File: config.mk
export PLATFORM = sky130hd
export DESIGN_NAME = accumulator_bank
export DESIGN_NICKNAME = d
export VERILOG_FILES = /design/src/rtl/acc_pkg.sv /design/src/rtl/acc_slice.sv /design/src/rtl/accumulator_bank.sv
export SDC_FILE = /design/constraint.sdc
export NUM_CORES = 1
export LEC_CHECK = 0
export ABC_AREA = 0
export BUFFER_PORTS_ARGS = -buffer_cell sky130_fd_sc_hd__buf_4
export CORE_MARGIN = 2
export CORE_UTILIZATION = 55
export CTS_BUF_LIST = sky130_fd_sc_hd__clkbuf_16
export DETAILED_ROUTE_END_ITERATION = 16
export PLACE_DENSITY = 0.79
export SLEW_MARGIN = 40
export SYNTH_ARGS = -nofsm -noshare
export SYNTH_HDL_FRONTEND = slang
export SYNTH_SLANG_ARGS = --single-unit
File: constraint.sdc
create_clock -name MainClock -period 1.88 [get_ports MainClock]
set_input_delay 0.376 -clock MainClock [delete_from_list [all_inputs] [get_ports MainClock]]
set_output_delay 0.376 -clock MainClock [all_outputs]
set_load 0.01 [all_outputs]
File: src/rtl/acc_pkg.sv
// Shared op codes and types for the accumulator bank.
// ACC_SATURATE_EN (optional macro) selects saturating INC/DEC in acc_slice.
package acc_pkg;

  typedef logic [2:0] acc_op_t;

  localparam acc_op_t ACC_NOP  = 3'd0;
  localparam acc_op_t ACC_LOAD = 3'd1;
  localparam acc_op_t ACC_CLR  = 3'd2;
  localparam acc_op_t ACC_INC  = 3'd3;
  localparam acc_op_t ACC_DEC  = 3'd4;
  localparam acc_op_t ACC_SHL  = 3'd5;
  localparam acc_op_t ACC_SHR  = 3'd6;
  localparam acc_op_t ACC_ROLC = 3'd7;

endpackage

File: src/rtl/acc_slice.sv
// One accumulator with its carry bit, executing an in-place op when exec is high.
// ACC_SATURATE_EN defined: INC/DEC clamp at all-ones/zero instead of wrapping.
module acc_slice
  import acc_pkg::*;
#(
  parameter int WIDTH = 4
) (
  input  logic             clk,
  input  logic             rst_n,
  input  logic             exec,
  input  acc_op_t          op,
  input  logic [WIDTH-1:0] bus_in,
  output logic [WIDTH-1:0] value,
  output logic             carry
);

  localparam logic [WIDTH-1:0] ONES = '1;

  always_ff @(posedge clk or negedge rst_n) begin
    if (!rst_n) begin
      value <= '0;
      carry <= 1'b0;
    end else if (exec) begin
      case (op)
        ACC_NOP: ;
        ACC_LOAD: begin
          value <= bus_in;
          carry <= 1'b0;
        end
        ACC_CLR: begin
          value <= '0;
          carry <= 1'b0;
        end
        ACC_INC: begin
`ifdef ACC_SATURATE_EN
          if (value == ONES) begin
            carry <= 1'b1;
          end else begin
            value <= value + 1'b1;
            carry <= 1'b0;
          end
`else
          {carry, value} <= {1'b0, value} + 1'b1;
`endif
        end
        ACC_DEC: begin
`ifdef ACC_SATURATE_EN
          if (value == '0) begin
            carry <= 1'b1;
          end else begin
            value <= value - 1'b1;
            carry <= 1'b0;
          end
`else
          value <= value - 1'b1;
          carry <= (value == '0);
`endif
        end
        ACC_SHL: begin
          value <= {value[WIDTH-2:0], 1'b0};
          carry <= value[WIDTH-1];
        end
        ACC_SHR: begin
          value <= {1'b0, value[WIDTH-1:1]};
          carry <= value[0];
        end
        ACC_ROLC: begin
          // Old carry enters at the LSB while the MSB moves into carry.
          value <= {value[WIDTH-2:0], carry};
          carry <= value[WIDTH-1];
        end
        default: ;
      endcase
    end
  end

endmodule

File: src/rtl/accumulator_bank.sv
// Bank of NUM_ACC accumulator slices with an AccSel-muxed ALU view and a registered bus output.
// ACC_SATURATE_EN (optional macro, see acc_slice) selects saturating INC/DEC.
module accumulator_bank
  import acc_pkg::*;
#(
  parameter  int WIDTH   = 4,
  parameter  int NUM_ACC = 2,
  localparam int SEL_W   = (NUM_ACC > 1) ? $clog2(NUM_ACC) : 1
) (
  input  logic             MainClock,
  input  logic             ClearN,
  input  logic [SEL_W-1:0] AccSel,
  input  logic [2:0]       Op,
  input  logic             OpValid,
  input  logic [WIDTH-1:0] BusIn,
  input  logic             EnableOut,
  output logic [WIDTH-1:0] BusOut,
  output logic             BusOutEn,
  output logic [WIDTH-1:0] AluOut,
  output logic             Carry,
  output logic             Zero
);

  logic [WIDTH-1:0] acc_val [NUM_ACC];
  logic [NUM_ACC-1:0] acc_carry;

  for (genvar i = 0; i < NUM_ACC; i++) begin : g_slice
    acc_slice #(.WIDTH(WIDTH)) u_slice (
      .clk    (MainClock),
      .rst_n  (ClearN),
      .exec   (OpValid && (AccSel == SEL_W'(i))),
      .op     (acc_op_t'(Op)),
      .bus_in (BusIn),
      .value  (acc_val[i]),
      .carry  (acc_carry[i])
    );
  end

  // An AccSel beyond the bank matches no slice, so the view reads zero.
  always_comb begin
    AluOut = '0;
    Carry  = 1'b0;
    for (int i = 0; i < NUM_ACC; i++) begin
      if (AccSel == SEL_W'(i)) begin
        AluOut = acc_val[i];
        Carry  = acc_carry[i];
      end
    end
  end

  assign Zero = (AluOut == '0);

  // Bus register captures the pre-update value; tri-stating happens above this block.
  always_ff @(posedge MainClock or negedge ClearN) begin
    if (!ClearN) begin
      BusOut   <= '0;
      BusOutEn <= 1'b0;
    end else begin
      BusOutEn <= EnableOut;
      BusOut   <= EnableOut ? AluOut : '0;
    end
  end

endmodule
# After elaboration in Yosys (flattened, before gate mapping)
# Index checks and enable logic that the tools add are counted.
[totals] regBits=15 inputBits=12 wordCells=38
[op_classes] addsub=4 n_eq_ne=7 mux=7 bitwise_logic=1 reduce_logical=13
[op_table] op="4-bit case mux with 7 select lines" n=2
[op_table] op="3-bit == test (second input constant)" n=4
[op_table] op="4-bit zero test" n=3
[op_table] op="4-bit by 1-bit adder with 5-bit output (second input constant)" n=2
[op_table] op="1-bit case mux with 5 select lines" n=2
[op_table] op="4-bit two-way mux" n=2
[op_table] op="2-bit AND reduction" n=4
[op_table] op="4-bit by 1-bit subtractor with 4-bit output (second input constant)" n=2
[op_table] op="7-bit nonzero test" n=1
[op_table] op="3-bit by 2-bit == test with 1-bit output (second input constant)" n=2
[op_table] op="5-bit nonzero test" n=1
[op_table] op="2-bit OR reduction" n=2
[op_table] op="3-bit by 1-bit == test with 1-bit output (second input constant)" n=1
[op_table] op="1-bit logical AND" n=2
[op_table] op="1-bit two-way mux" n=1
[op_table] op="1-bit inverter" n=1

# Depth between registers and ports, before layout
# Gate-level depths: netlist of run 1.
[logic_depth] ltp_word=4 ltp_mapped=7 depth_no_buf=6

# Cells and area by module
# A second synthesis of run 1 with hierarchy kept.
[unflattened] hier_cells=156 hier_area_um2=1365.1
[modules_own_cells] mod="acc_slice" n_inst=2 cells_per_inst=69 area_per_inst_um2=555.5
[modules_own_cells] mod="accumulator_bank" n_inst=1 cells_per_inst=18 area_per_inst_um2=254.0

# Worst setup path after synthesis of run 1
# No wires, ideal clock.
[synth_path] kind="input -> output" startpoint="in AccSel" endpoint="out Zero" arrival_time_ns=1.365 required_ns=1.504 slack_ns=0.139 cell_stages=3 path_buffers=1 cell_sequence="clkbuf_8 > mux2_2 > nor4_1"
[synth_via] elab_chain_cells=2
[synth_lines] item="start: declaration" line_no="accumulator_bank.sv:12" source="input logic [SEL_W-1:0] AccSel,"
[synth_lines] item="4-bit two-way mux" line_no="accumulator_bank.sv:44" source="if (AccSel == SEL_W'(i)) begin"
[synth_lines] item="via AluOut[2]" line_no="accumulator_bank.sv:19" source="output logic [WIDTH-1:0] AluOut,"
[synth_lines] item="4-bit zero test" line_no="accumulator_bank.sv:51" source="assign Zero = (AluOut == '0);"
[synth_lines] item="end: declaration" line_no="accumulator_bank.sv:21" source="output logic Zero"
# The timed path passes the listed nets, and every way through them passes these cells.

# Worst setup path in the final report of run 1
[layout_path] startpoint="reg g_slice[0].u_slice.value[3]" endpoint="out Zero"
[layout_via] elab_chain_cells=2
[layout_lines] item="start: declaration" line_no="acc_slice.sv:13" source="output logic [WIDTH-1:0] value,"
[layout_lines] item="start signal: assignment" line_no="acc_slice.sv:27" source="value <= bus_in;"
[layout_lines] item="start signal: assignment" line_no="acc_slice.sv:43" source="{carry, value} <= {1'b0, value} + 1'b1;"
[layout_lines] item="start signal: assignment" line_no="acc_slice.sv:55" source="value <= value - 1'b1;"
[layout_lines] item="4-bit two-way mux" line_no="accumulator_bank.sv:44"
[layout_lines] item="4-bit zero test" line_no="accumulator_bank.sv:51"
# Every way passes these cells.

==> results.sh, run 1 <==
export IMPL_outcome="finished clean"
export IMPL_vdd_ir_drop_worst_mv=0.477
export IMPL_track_usage=0.245
export IMPL_critPathTopFamily="flip-flops"
export IMPL_tns_ns=0
export IMPL_endpoints_failing_setup=0
export IMPL_finalWirelength_um=3000
export IMPL_number_of_gates_on_the_worst_path_with_buffers_counted=3
export IMPL_vias_per_cell=6.10
export IMPL_setup_worst_path_class="register to output pin"
export IMPL_post_route_drc_count=0
export IMPL_yosys_area_top_type_share=0.302
export IMPL_dr_first_iter_drc_count=51
export IMPL_slew_viol_final=0
export IMPL_die_h_um=51.5
export IMPL_synth_top_cell_by_area="sky130_fd_sc_hd__dfrtp_1"
export IMPL_fp_dieW_um=51.5
export IMPL_crit_path_cells="mux2_2, nor4_1, buf_4"
export IMPL_first_pass_iters=4
export IMPL_clk_path_buf_depth=2
export IMPL_worstPathMaxFanout=7
export IMPL_cts_inserted_buffers=3
export IMPL_vias=1171
export IMPL_period_minus_slack_ns=1.84
export IMPL_synthArstFlopShare=1.00
export IMPL_hold_path_depth=1
export IMPL_core_area_mm2=0.00217
export IMPL_clock_latency_ns=0.25
export IMPL_synth_warning_count=0
export IMPL_synth_top_cells_by_area="sky130_fd_sc_hd__dfrtp_1 30%, sky130_fd_sc_hd__o21ai_0 6.8%, sky130_fd_sc_hd__ha_1 6.0%, sky130_fd_sc_hd__nand2_1 5.4%, sky130_fd_sc_hd__clkbuf_8 3.3%"
export IMPL_die_area_mm2=0.00266
export IMPL_worst_setup_hold_path_clk_slew_ns=0.05
export IMPL_numClockSinks=15
export IMPL_tightest_slew_ns=0.485
export IMPL_grt_setup_unrepaired="false"
export IMPL_critical_path_top_delay_cell="sky130_fd_sc_hd__dfrtp_1"
export IMPL_diodes=0
export IMPL_min_period_over_period=0.981
export IMPL_synth_seq_area_share=0.302
export IMPL_worst_path_largest_cell_delay_ns=0.47
export IMPL_p_per_area_mw_per_mm2=928
export IMPL_grt_start_max_net_pins=29
export IMPL_core_rowCount=17
export IMPL_synth_edf_count=0
export IMPL_crit_path_end_kind="output pin"
export IMPL_dominantRegCellSynth="sky130_fd_sc_hd__dfrtp_1"
export IMPL_syn_instance_count=145
export IMPL_synth_fp_nets=163
export IMPL_preCtsSetupSlack_ns=0.141
export IMPL_synth_cell_type_count=44
export IMPL_avgRoutedWirePerCell_um=15.6
export IMPL_filler_cell_count=177
export IMPL_synth_avg_cell_area_um2=8.57
export IMPL_share_of_final_layout_standard_cells_stronger_than_drive_strength_1=0.250
export IMPL_cap_viol_max_count=0
export IMPL_globalplace_congestion=0.842
export IMPL_via_count_of_the_first_global_routing_pass=1049
export IMPL_worstPathBufferInverterCount=1
export IMPL_synth_seq_cells=15
export IMPL_r2r_cells=5
export IMPL_finish_net_count=183
export IMPL_timing_clock_skew_ns=0.00552
export IMPL_worstPathRequired_ns=1.50
export IMPL_dp_hpwl_um=2080
export IMPL_grt_antenna_before_repair=0
export IMPL_layout_setup_ws_ns=0.0365
export IMPL_number_of_antenna_violating_nets_in_the_routed_design=0
export IMPL_worst_hold_path_type="primary input to register"
export IMPL_fmax_mhz=542
export IMPL_floorplan_initialDensity=0.573
export IMPL_clock_tree_root_cell="sky130_fd_sc_hd__clkbuf_16"
export IMPL_worstSetupStartpointType="register"
export IMPL_cts_max_level=1
export IMPL_static_leakage_power_nw=0.647
export IMPL_area_delta_synth_final_pct=18.4
export IMPL_slew_headroom=0.676
export IMPL_place_port_buffers=22
export IMPL_cts_tree="built"
export IMPL_yosysMostFrequentCell="sky130_fd_sc_hd__nand2_1"
export IMPL_grt_pass1_wl_um=4870
export IMPL_syn_cell_area_mm2=0.00124
export IMPL_cp_data_arrival_time_ns=1.47
export IMPL_hold_violations=0
export IMPL_synth_top_cells_by_count="18 x sky130_fd_sc_hd__nand2_1, 17 x sky130_fd_sc_hd__o21ai_0, 15 x sky130_fd_sc_hd__dfrtp_1"
export IMPL_design_portCount=23
export IMPL_overflow=0
[cell type report]
type / instances / area [µm²] / area share
Clock buffer: 3 / 75.1 / 0.0510
Clock inverter: 1 / 5.00 / 0.00340
Inverter: 5 / 18.8 / 0.0128
Multi-Input combinational cell: 112 / 747 / 0.508
Sequential cell: 15 / 378 / 0.257
Tap cell: 28 / 35.0 / 0.0238
Timing Repair Buffer: 28 / 213 / 0.145
[kinds of logic after synthesis]
kind of cell	after synthesis	share of synthesized area
adder cells (fa/ha/maj)	6	0.0604
buffers and inverters	18	0.0967
XOR/XNOR	3	0.0212
multiplexers	3	0.0272
AO/OA/AOI/OAI	47	0.265
flip-flops	15	0.302
AND/OR/NAND/NOR	53	0.228
[registers in the layout, summed over array words and instances, names as in the netlist]
name,count
BusOut,4
BusOutEn,1
g_slice.u_slice.value,8
g_slice.u_slice.carry,2
[worst register-to-register path, cell delays in order, from the launching register on]
cell	delay [ns]
sky130_fd_sc_hd__dfrtp_1	0.49
sky130_fd_sc_hd__inv_1	0.13
sky130_fd_sc_hd__ha_1	0.20
sky130_fd_sc_hd__xor2_1	0.14
sky130_fd_sc_hd__a2111oi_0	0.38
sky130_fd_sc_hd__o21ai_0	0.17
[routing by layer]
| metal | part of all wire | up-vias | global-route usage |
|---|---|---|---|
| met5 | 0 | - | 0 |
| li1 | - | 566 | - |
| met3 | 0.073 | 13 | 0.0431 |
| met1 | 0.43 | 537 | 0.319 |
| met2 | 0.47 | 55 | 0.389 |
| met4 | 0.037 | 0 | 0.127 |
[cell usage in the layout (no fill, tap or decap), types with 2 or more instances in the layout]
cell                        Yosys  layout
sky130_fd_sc_hd__ha_1           6       6
sky130_fd_sc_hd__and4b_1        2       2
sky130_fd_sc_hd__nand2_1       18      18
sky130_fd_sc_hd__dfrtp_2        0       2
sky130_fd_sc_hd__a32o_1         2       2
sky130_fd_sc_hd__nand3_1        5       5
sky130_fd_sc_hd__nand2b_1       2       2
sky130_fd_sc_hd__o31ai_1        2       2
sky130_fd_sc_hd__a21oi_1        7       7
sky130_fd_sc_hd__nor2b_1        2       2
sky130_fd_sc_hd__nor3b_1        2       2
sky130_fd_sc_hd__and2_1         4       4
sky130_fd_sc_hd__clkbuf_16      0       3
sky130_fd_sc_hd__mux2_2         3       3
sky130_fd_sc_hd__a31oi_1        2       2
sky130_fd_sc_hd__nor4_1         2       2
sky130_fd_sc_hd__nor4b_1        2       2
sky130_fd_sc_hd__inv_1          5       5
sky130_fd_sc_hd__o21ai_0       17      17
sky130_fd_sc_hd__o21ai_1        3       3
sky130_fd_sc_hd__buf_4          1      27
sky130_fd_sc_hd__xor2_1         2       2
sky130_fd_sc_hd__dfrtp_1       15      13
sky130_fd_sc_hd__nor3_1         2       2
sky130_fd_sc_hd__nor2_1         9       9
sky130_fd_sc_hd__a222oi_1       2       2
[timing repair]
item / CTS / global route
endpoints found under the hold margin: 15 / 0
buffers inserted: 0 / 2
endpoints found under the setup margin: 1 / 1
hold buffers: 1 / 0
pin swaps: 0 / 1
resized for setup: 1 / 1
[per-stage QoR]
stage	utilization	area [µm²]	power (mW)	hold slack (ns)	cells
final	0.678	1470	1.37	0.274	192
after global placement	0.629	1360	0.911	0.237	185
after detailed placement	0.629	1360	0.926	0.244	185
after global routing	0.678	1470	1.44	0.273	192
after CTS	0.671	1460	1.35	0.272	190
after floorplan	-	1240	0.772	0.0804	145
[power breakdown]
group | total, mW | switching, mW | internal (mW)
clock network | 0.415 | 0.131 | 0.284
registers | 0.454 | 0.0745 | 0.380
logic | 0.496 | 0.258 | 0.237
[worst paths after layout]
| kind | startpoint | end | slack [ns] |
|---|---|---|---|
| max in group asynchronous | ClearN | g_slice[1].u_slice.value[3] | 1.16 |
| hold reg to reg | g_slice[1].u_slice.carry | g_slice[1].u_slice.carry | 0.53 |
| setup / recovery | g_slice[0].u_slice.value[3] | Zero | 0.04 |
| setup reg to reg | g_slice[1].u_slice.value[1] | g_slice[1].u_slice.value[2] | 0.21 |
| min in group asynchronous | ClearN | g_slice[1].u_slice.value[2] | 0.52 |
| hold / removal | EnableOut | BusOutEn | 0.27 |
No activity file was read; power rests on OpenSTA's default activity.
==> inputs of run 2 (changes only) <==
Settings changed: ABC_AREA 0 to 1, CAP_MARGIN set to 20, CORE_UTILIZATION 55 to 54, PLACE_DENSITY 0.79 to 0.78, SLEW_MARGIN 40 to 10.
==> results.sh, run 2 <==
export IMPL_vias=1290
export IMPL_synth_edf_count=0
export IMPL_avgRoutedWirePerCell_um=13.1
export IMPL_hold_violations=0
export IMPL_worst_hold_path_type="primary input to register"
export IMPL_swShare=0.352
export IMPL_setup_worst_path_class="register to output pin"
export IMPL_cts_tree="built"
export IMPL_clock_tree_root_cell="sky130_fd_sc_hd__clkbuf_16"
export IMPL_floorplan_initialDensity=0.559
export IMPL_slew_headroom=0.787
export IMPL_worstSetupStartpointType="register"
export IMPL_combPwrFrac=0.344
export IMPL_worstPathRequired_ns=1.50
export IMPL_timing_clock_skew_ns=0.00183
export IMPL_final_hold_worst_slack_ns=0.253
export IMPL_die_h_um=51.1
export IMPL_track_usage=0.262
export IMPL_syn_instance_count=185
export IMPL_overflow=0
export IMPL_fp_dieW_um=51.1
export IMPL_dp_hpwl_um=2450
export IMPL_core_area_mm2=0.00215
export IMPL_placedInstanceArea_mm2=0.00138
export IMPL_yosys_area_top_type_share=0.313
export IMPL_outcome="finished clean"
export IMPL_globalplace_congestion=0.922
export IMPL_synth_top_cell_by_area="sky130_fd_sc_hd__dfrtp_1"
export IMPL_slew_viol_final=0
export IMPL_grt_setup_unrepaired="false"
export IMPL_cts_inserted_buffers=3
export IMPL_synthXorXnorAreaFrac=0.0146
export IMPL_number_of_flip_flops_under_the_largest_register_name=8
export IMPL_filler_cell_count=174
export IMPL_compound_cell_area_share_of_the_yosys_netlist=0.0688
export IMPL_period_minus_slack_ns=1.80
export IMPL_hold_path_depth=1
export IMPL_worstPathMaxFanout=7
export IMPL_yosysMostFrequentCell="sky130_fd_sc_hd__nand2_1"
export IMPL_synthArstFlopShare=1.00
export IMPL_synth_cell_type_count=20
export IMPL_endpoints_failing_setup=0
export IMPL_synth_fp_nets=203
export IMPL_synth_top_cells_by_count="64 x sky130_fd_sc_hd__nand2_1, 22 x sky130_fd_sc_hd__inv_1, 21 x sky130_fd_sc_hd__nor2_1"
export IMPL_diodes=0
export IMPL_cap_viol_max_count=0
export IMPL_syn_cell_area_mm2=0.00120
export IMPL_grt_start_max_net_pins=16
export IMPL_post_route_drc_count=0
export IMPL_share_of_final_layout_standard_cells_stronger_than_drive_strength_1=0.196
export IMPL_crit_path_end_kind="output pin"
export IMPL_synth_adder_area_share=0.0626
export IMPL_main_combinational_cell_family_by_area_after_synthesis="simple AND/OR/NAND/NOR gates"
export IMPL_cp_data_arrival_time_ns=1.42
export IMPL_commonest_cells_after_routing_fill_and_taps_aside="64 x sky130_fd_sc_hd__nand2_1, 23 x sky130_fd_sc_hd__buf_4, 21 x sky130_fd_sc_hd__nor2_1"
export IMPL_finish_net_count=228
export IMPL_static_leakage_power_nw=0.805
export IMPL_p_seq_frac=0.355
export IMPL_internal_power_mw=0.847
export IMPL_synth_seq_cells=15
export IMPL_total_switching_power_mw=0.460
export IMPL_place_port_buffers=22
export IMPL_commonest_non_fill_non_tap_cell_in_the_layout="sky130_fd_sc_hd__nand2_1"
export IMPL_vias_per_cell=5.44
export IMPL_tns_ns=0
export IMPL_grt_antenna_before_repair=0
export IMPL_yosys_mux_area_fraction=0
export IMPL_dr_first_iter_drc_count=51
export IMPL_grt_pass1_wl_um=5180
export IMPL_synth_avg_cell_area_um2=6.49
export IMPL_final_area_mm2=0.00148
export IMPL_finalWirelength_um=3100
export IMPL_area_delta_synth_final_pct=23.4
export IMPL_via_count_of_the_first_global_routing_pass=1168
export IMPL_p_per_area_mw_per_mm2=883
export IMPL_synthSimpleGateAreaFrac=0.448
export IMPL_synth_top_cells_by_area="sky130_fd_sc_hd__dfrtp_1 31%, sky130_fd_sc_hd__nand2_1 20%, sky130_fd_sc_hd__inv_1 6.9%, sky130_fd_sc_hd__nand3_1 6.7%, sky130_fd_sc_hd__nor2_1 6.6%"
export IMPL_tightest_slew_ns=0.317
export IMPL_synth_warning_count=0
export IMPL_die_area_mm2=0.00262
export IMPL_cts_max_level=1
export IMPL_design_portCount=23
export IMPL_vdd_ir_drop_worst_mv=0.673
export IMPL_dominantRegCellSynth="sky130_fd_sc_hd__dfrtp_1"
export IMPL_r2r_cells=5
export IMPL_reg_top3="g_slice.u_slice.value x8, BusOut x4, g_slice.u_slice.carry x2"
export IMPL_most_flop_heavy_register="g_slice.u_slice.value"
export IMPL_post_cts_buffers=0
export IMPL_fmax_mhz=555
export IMPL_core_rowCount=17
export IMPL_power_frac_clock=0.301
export IMPL_worst_setup_hold_path_clk_slew_ns=0.05
export IMPL_numClockSinks=15
export IMPL_preCtsSetupSlack_ns=0.224
export IMPL_clock_latency_ns=0.24
export IMPL_min_period_over_period=0.958
export IMPL_layout_setup_ws_ns=0.0794
export IMPL_number_of_antenna_violating_nets_in_the_routed_design=0
export IMPL_first_pass_iters=4
export IMPL_clk_path_buf_depth=2
export IMPL_synth_seq_area_share=0.313
## run 2: cell count changes in the layout (fill, tap and decap cells not counted), moves of 3 or more
cell / change
sky130_fd_sc_hd__a21oi_1: -4
sky130_fd_sc_hd__and2_1: -4
sky130_fd_sc_hd__buf_4: -4
sky130_fd_sc_hd__inv_1: +15
sky130_fd_sc_hd__inv_2: +4
sky130_fd_sc_hd__mux2_2: -3
sky130_fd_sc_hd__nand2_1: +46
sky130_fd_sc_hd__nand3_1: +11
sky130_fd_sc_hd__nand4_1: +10
sky130_fd_sc_hd__nor2_1: +12
sky130_fd_sc_hd__o21ai_0: -9
## run 2: per-stage QoR
stage | total power [mW] | std cells | util
finish | 1.31 | 237 | 0.689
global route | 1.39 | 237 | 0.689
CTS | 1.31 | 237 | 0.688
detailed placement | 0.897 | 232 | 0.644
global placement | 0.877 | 232 | 0.644
floorplan | 0.735 | 185 | -
## run 2: area by class of cell
cell class | count | area, µm² | area share
clock buffers | 3 | 75.1 | 0.0507
clock inverters | 1 | 3.75 | 0.00254
inverters | 23 | 86.3 | 0.0583
multi-input cells | 143 | 719 | 0.486
flip-flops and latches | 15 | 378 | 0.255
well taps | 28 | 35.0 | 0.0237
repair buffers | 24 | 183 | 0.123
## run 2: worst max-delay path, cell delays in order, from the launching register on
cell and delay [ns]:
sky130_fd_sc_hd__dfrtp_1 0.45, sky130_fd_sc_hd__inv_2 0.14, sky130_fd_sc_hd__nand2_1 0.06, sky130_fd_sc_hd__o21a_1 0.13
sky130_fd_sc_hd__nor4_2 0.23, sky130_fd_sc_hd__buf_4 0.17
## run 2: final timing paths
path / startpoint / end / slack (ns)
setup / recovery: g_slice[1].u_slice.value[0] / Zero / 0.08
max in group asynchronous: ClearN / g_slice[1].u_slice.value[1] / 1.15
hold / removal: EnableOut / BusOutEn / 0.25
setup reg to reg: g_slice[0].u_slice.value[0] / g_slice[0].u_slice.value[1] / 0.40
hold reg to reg: g_slice[1].u_slice.carry / g_slice[1].u_slice.carry / 0.52
min in group asynchronous: ClearN / BusOut[2] / 0.54
## run 2: power groups by stage
stage | logic (mW) | registers, mW | clock network, mW
2_1_floorplan | 0.306 | 0.429 | 0
3_3_place_gp | 0.422 | 0.456 | 0
3_5_place_dp | 0.435 | 0.461 | 0
4_1_cts | 0.446 | 0.458 | 0.402
5_1_grt | 0.498 | 0.474 | 0.417
6_report | 0.449 | 0.464 | 0.393
## run 2: cells by family after synthesis
kind of cell / count (synthesis)
simple gates: 120
buf+inv: 27
compound gates: 15
flops: 15
fa+ha+maj: 6
xor+xnor: 2
## run 2: what timing repair did
item | CTS | global route
hold buffers | 1 | 0
setup endpoints to repair | 1 | 2
hold endpoints to repair | 15 | 0
pin swaps | 1 | 0
gates resized for setup | 2 | 5
gates cloned | 0 | 0
## run 2: per-layer routing
layer | track usage | routed length, µm | vias up
met3 | 0.0497 | 226 | 2
met4 | 0.0766 | 23 | 0
met1 | 0.330 | 1270 | 593
met5 | 0 | 0 | -
met2 | 0.455 | 1570 | 60
li1 | - | - | 635
